===== src/rtl/dma_word_controller.sv =====
// Word-granular DMA controller: moves one word per device handshake between a DMA
// device and the CPU's DMA memory port, flagging completion and memory errors.
module dma_word_controller #(
  parameter logic DMA_PRIORITY = 1'b0
) (
  input  logic        clk,
  input  logic        reset,
  input  logic        dev_rqst,
  input  logic        dev_rd_wr,
  input  logic [15:0] dev_start_addr,
  input  logic [15:0] dev_num_words,
  input  logic [15:0] dev_data_out,
  input  logic        dev_ack,
  output logic        dma_ack,
  output logic        dma_end_flag,
  output logic        dma_err,
  output logic [15:0] dev_data_in,
  output logic [14:0] mem_addr,
  output logic        mem_en,
  output logic [1:0]  mem_we,
  output logic [15:0] mem_din,
  output logic        mem_priority,
  input  logic [15:0] mem_dout,
  input  logic        mem_ready,
  input  logic        mem_resp
);

  typedef enum logic [2:0] {
    IDLE, WAIT_DEV, ACCESS, RDATA, ACK, HOLD, DONE
  } state_t;

  state_t      state, state_next;
  logic        rd_q;
  logic [15:0] addr_q;
  logic [15:0] cnt_q;
  logic        set_err;
  logic        capture;

  assign capture      = (state == IDLE) && dev_rqst;
  assign mem_priority = DMA_PRIORITY;
  assign mem_din      = (state == ACCESS) ? dev_data_out : 16'd0;

  always_comb begin
    state_next = state;
    set_err    = 1'b0;
    case (state)
      IDLE: begin
        if (dev_rqst) state_next = (dev_num_words == 16'd0) ? DONE : WAIT_DEV;
      end
      WAIT_DEV: begin
        if (!dev_rqst)    state_next = IDLE;
        else if (dev_ack) state_next = ACCESS;
      end
      ACCESS: begin
        if (mem_ready) state_next = rd_q ? RDATA : ACK;
      end
      RDATA: begin
        if (mem_resp) begin
          set_err    = 1'b1;
          state_next = DONE;
        end else begin
          state_next = ACK;
        end
      end
      ACK: begin
        // A write error reported in the ack cycle aborts after the pulse already issued.
        if (!rd_q && mem_resp) begin
          set_err    = 1'b1;
          state_next = DONE;
        end else begin
          state_next = (cnt_q == 16'd1) ? DONE : HOLD;
        end
      end
      HOLD: begin
        state_next = dev_rqst ? WAIT_DEV : IDLE;
      end
      DONE: begin
        if (!dev_rqst) state_next = IDLE;
      end
      default: state_next = IDLE;
    endcase
  end

  always_ff @(posedge clk or posedge reset) begin
    if (reset) begin
      state        <= IDLE;
      dma_ack      <= 1'b0;
      dma_end_flag <= 1'b0;
      dma_err      <= 1'b0;
      dev_data_in  <= 16'd0;
      mem_en       <= 1'b0;
      mem_we       <= 2'b00;
      mem_addr     <= 15'd0;
    end else begin
      state        <= state_next;
      dma_ack      <= (state_next == ACK);
      dma_end_flag <= (state_next == DONE);
      mem_en       <= (state_next == ACCESS);
      mem_we       <= ((state_next == ACCESS) && !rd_q) ? 2'b11 : 2'b00;
      mem_addr     <= (state_next == ACCESS) ? addr_q[15:1] : 15'd0;
      if (capture)      dma_err <= 1'b0;
      else if (set_err) dma_err <= 1'b1;
      if ((state == RDATA) && !mem_resp) dev_data_in <= mem_dout;
    end
  end

  // Transfer descriptor: only meaningful once captured, so it carries no reset.
  always_ff @(posedge clk) begin
    if (capture) begin
      rd_q   <= dev_rd_wr;
      addr_q <= dev_start_addr & 16'hFFFE;
      cnt_q  <= dev_num_words;
    end else if (state == ACK) begin
      addr_q <= addr_q + 16'd2;
      cnt_q  <= cnt_q - 16'd1;
    end
  end

endmodule


===== config.mk =====
export PLATFORM = sky130hd
export DESIGN_NAME = dma_word_controller
export DESIGN_NICKNAME = d
export VERILOG_FILES = /design/src/rtl/dma_word_controller.sv
export SDC_FILE = /design/constraint.sdc
export NUM_CORES = 1
export LEC_CHECK = 0
export CAP_MARGIN = 20
export CORE_ASPECT_RATIO = 0.9
export CORE_MARGIN = 5
export CORE_UTILIZATION = 32
export DETAILED_ROUTE_END_ITERATION = 8
export GPL_ROUTABILITY_DRIVEN = 0
export RECOVER_POWER = 25
export SYNTH_ARGS = -nofsm -noshare
export SYNTH_HDL_FRONTEND = slang
export SYNTH_SLANG_ARGS = --single-unit
export TNS_END_PERCENT = 10

===== constraint.sdc =====
create_clock -name clk -period 7.5 [get_ports clk]
set_input_delay 1.5 -clock clk [delete_from_list [all_inputs] [get_ports clk]]
set_output_delay 1.5 -clock clk [all_outputs]
set_load 0.02 [all_outputs]

==> flow_metrics.py <==
metrics = {
    "outcome": {
        "outcome": "finished with violations",
        "violations": "max-capacitance violations, max-slew violations",
    },
    "logic_synthesis": {
        "syn-instance-count": 317,
        "synth.most_common_cell": "nand2_1",
        "seq_area_frac_synth_pct": 55.3,
        "syn_area_per_cell_um2": 11.1,
        "ys_ff_latch": 71,
        "async_reset_ff_share_pct": 54.9,
        "synth_top_area_share_pct": 27.9,
        "synth_area_leaders": "dfrtp_1 (28%), edfxtp_1 (27%), and2_1 (5.9%)",
        "synth.distinct_cells": 45,
        "synthesis.nets": 391,
        "synth_flop_cell": "dfrtp_1",
        "synthTopCellsByCount": "nand2_1 (43), dfrtp_1 (39), and2_1 (33), edfxtp_1 (32), o21ai_0 (25)",
        "yosys_warnings": 0,
        "netlist_area_um2": 3500,
        "synth-edff-count": 32,
        "yosys.area.top_type": "dfrtp_1",
    },
    "placed_design": {
        "io_buffers": 122,
        "place_hpwl_um": 6420,
    },
    "cts": {
        "cts_resized": 0,
        "holdBufCountCts": 0,
        "root_buffer": "clkbuf_16",
        "clk_latency_ps": 330,
        "cts_setup_buffers": 0,
        "cts.sinks": 71,
        "cts.clk_slew.worst_paths_ps": 60,
        "htreeDepth": 3,
        "clock_path_buffers": 2,
        "cts_buffers": 9,
        "cts_tree": "built",
    },
    "setup_path": {
        "critPathTopFamily": "buffers and inverters",
        "cp.required_ps": 6000,
        "start_kind": "input port",
        "r2r_setup_slack_ps": 4990,
        "worstReg2RegStart": "cnt_q[1]",
        "crit_path_end_kind": "primary output",
        "path_common_cell": "clkdlybuf4s50_1",
        "cpPeakStageDelay_ps": 600,
        "critPathBufInv": 2,
        "cp_data_arrival_time_ps": 2680,
        "reg2reg_depth": 7,
        "cp_slowest_cell": "clkdlybuf4s50_1",
        "worstReg2RegEnd": "mem_addr[8]",
        "path_cells": "clkdlybuf4s50_1, and2_1, clkdlybuf4s50_1",
        "path_class": "in2out",
        "path_max_fanout": 1,
    },
    "routing": {
        "routedWlPerCell_um": 14.7,
        "wl_met3_um": 545,
        "highest_layer": "met4",
        "ant_nets": 0,
        "drt-total-wl_um": 8490,
        "route.detailed.drc": 0,
        "drt-met1-wl_um": 3930,
        "vias": 2659,
        "wl_met2_um": 3920,
        "drt_iter0_drc": 135,
        "firstDrtPassIters": 4,
        "vias_per_cell": 4.59,
    },
    "final_layout": {
        "n_fill_cell": 1046,
        "regArea_um2": 1940,
        "areaGrowthSynthToFinish_pct": 47.6,
        "finish.utilization_pct": 48.0,
        "multi_input_area_um2": 1460,
        "num_antenna_cells": 0,
        "finalNetCount": 515,
        "drive_gt1_share_pct": 9.87,
    },
    "sta": {
        "period_share_pct": 55.7,
        "rsz0062_at_grt": "false",
        "finalSetupTns_ps": 0,
        "finalMaxSlewViolations": 40,
        "setup_violations": 0,
        "fmax_mhz": 239,
        "hold_viol_final": 0,
        "clock_skew_ps": 9.58,
        "fin_crit_ps": 4180,
        "worst_slew_pin_slew_ps": 1970,
        "slew_headroom_pct": -31.4,
    },
    "die": {
        "pin_count": 125,
        "die_area_um2": 13100,
        "start_util_pct": 32.5,
        "core_area_um2": 10800,
        "fp-row-count": 36,
        "dieWidth_um": 120,
        "die_h_um": 109,
    },
    "hold_path": {
        "min_from": "dev_data_in[10]",
        "min_to": "dev_data_in[10]",
        "min_path_cells": 1,
        "min_path_type": "reg2reg",
    },
    "run": {
        "maxCapViolations": 1,
    },
    "grt": {
        "grt_max_degree": 43,
        "grt_pass1_wl_um": 13400,
        "grt_overflow_total": 0,
        "antenna_found_initial": 0,
        "track_usage_pct": 13.0,
        "first_global_vias": 2676,
    },
    "power_and_ir_drop": {
        "p_leak_nw": 1.98,
        "powerDensity_nw_per_um2": 386,
        "finalPower_mw": 2.00,
        "ir_drop_mv": 0.138,
    },
}
-- cell families after synthesis --
group | after synthesis | synth area share [%]
adder cells (fa/ha/maj) | 3 | 1.07
AO/OA/AOI/OAI | 44 | 7.54
flip-flops | 71 | 55.3
AND/OR/NAND/NOR | 133 | 21.2
multiplexers | 16 | 5.14
XOR/XNOR | 26 | 6.50
other | 1 | 0.107
buffers and inverters | 23 | 3.18
-- cell usage in the layout, fill, tap and decap left out, types with 4 or more instances in the layout --
master	count
a21oi_1	6
inv_1	8
clkbuf_16	10
nor4_1	6
o21ai_0	25
clkdlybuf4s50_1	119
o21ai_1	5
nand3_1	4
edfxtp_1	32
xor2_1	14
nor4b_1	4
mux2_2	16
nand2_1	43
xnor2_1	12
and2_1	33
dfrtp_1	39
nand4_1	8
nor2_1	9
-- per-stage QoR --
| step | hold WS, ps | area (um2) | setup slack [ps] | std cells |
|---|---|---|---|---|
| finish | 503 | 5170 | 3320 | 579 |
| floorplan | 478 | 3500 | 3380 | 317 |
| CTS | 509 | 5180 | 3310 | 579 |
| global placement | 488 | 4850 | 3330 | 562 |
| detailed placement | 495 | 4860 | 3310 | 563 |
| global route | 514 | 5170 | 3280 | 579 |
-- registers in the layout, summed over array words and instances, names as in the netlist --
name          count
dma_end_flag      1
dma_ack           1
dev_data_in      16
addr_q           15
mem_en            1
rd_q              1
state             3
mem_we            1
mem_addr         15
cnt_q            16
dma_err           1
-- power breakdown --
| part | switching [mW] | internal (mW) |
|---|---|---|
| registers | 0.135 | 0.628 |
| clock network | 0.171 | 0.282 |
| logic | 0.404 | 0.378 |
-- per-layer routing --
layer  up-vias  GRT usage (%)
li1       1357              -
met4         0           4.13
met5         -              0
met3         8           3.94
met2        82           20.7
met1      1212           17.1
-- layout make-up --
cell class                 count  share of cell area (%)
multi-input combinational    223                    28.2
tap                          133                    3.22
timing repair buffer         128                    24.3
inverter                       8                   0.581
clock inverter                 6                    1.38
clock buffer                  10                    4.84
sequential                    71                    37.5
-- worst register-to-register path, stage by stage (launching register included) --
cell,delay [ps]
edfxtp_1,420
inv_1,100
ha_1,140
nor4b_1,250
nand4_1,230
or2_4,310
a2111oi_4,770
and2_1,230
-- worst max-delay path by stage --
stage                startpoint           to  slack [ps]  depth (start not counted)
2_1_floorplan          dev_rqst   addr_q[10]        3380                          2
3_5_place_dp   dev_data_out[14]  mem_din[14]        3310                          3
6_report       dev_data_out[14]  mem_din[14]        3320                          3
4_1_cts        dev_data_out[14]  mem_din[14]        3310                          3
5_1_grt        dev_data_out[10]  mem_din[10]        3280                          3
3_3_place_gp   dev_data_out[10]  mem_din[10]        3330                          3
Note: power is estimated with default switching activity, not from simulation.
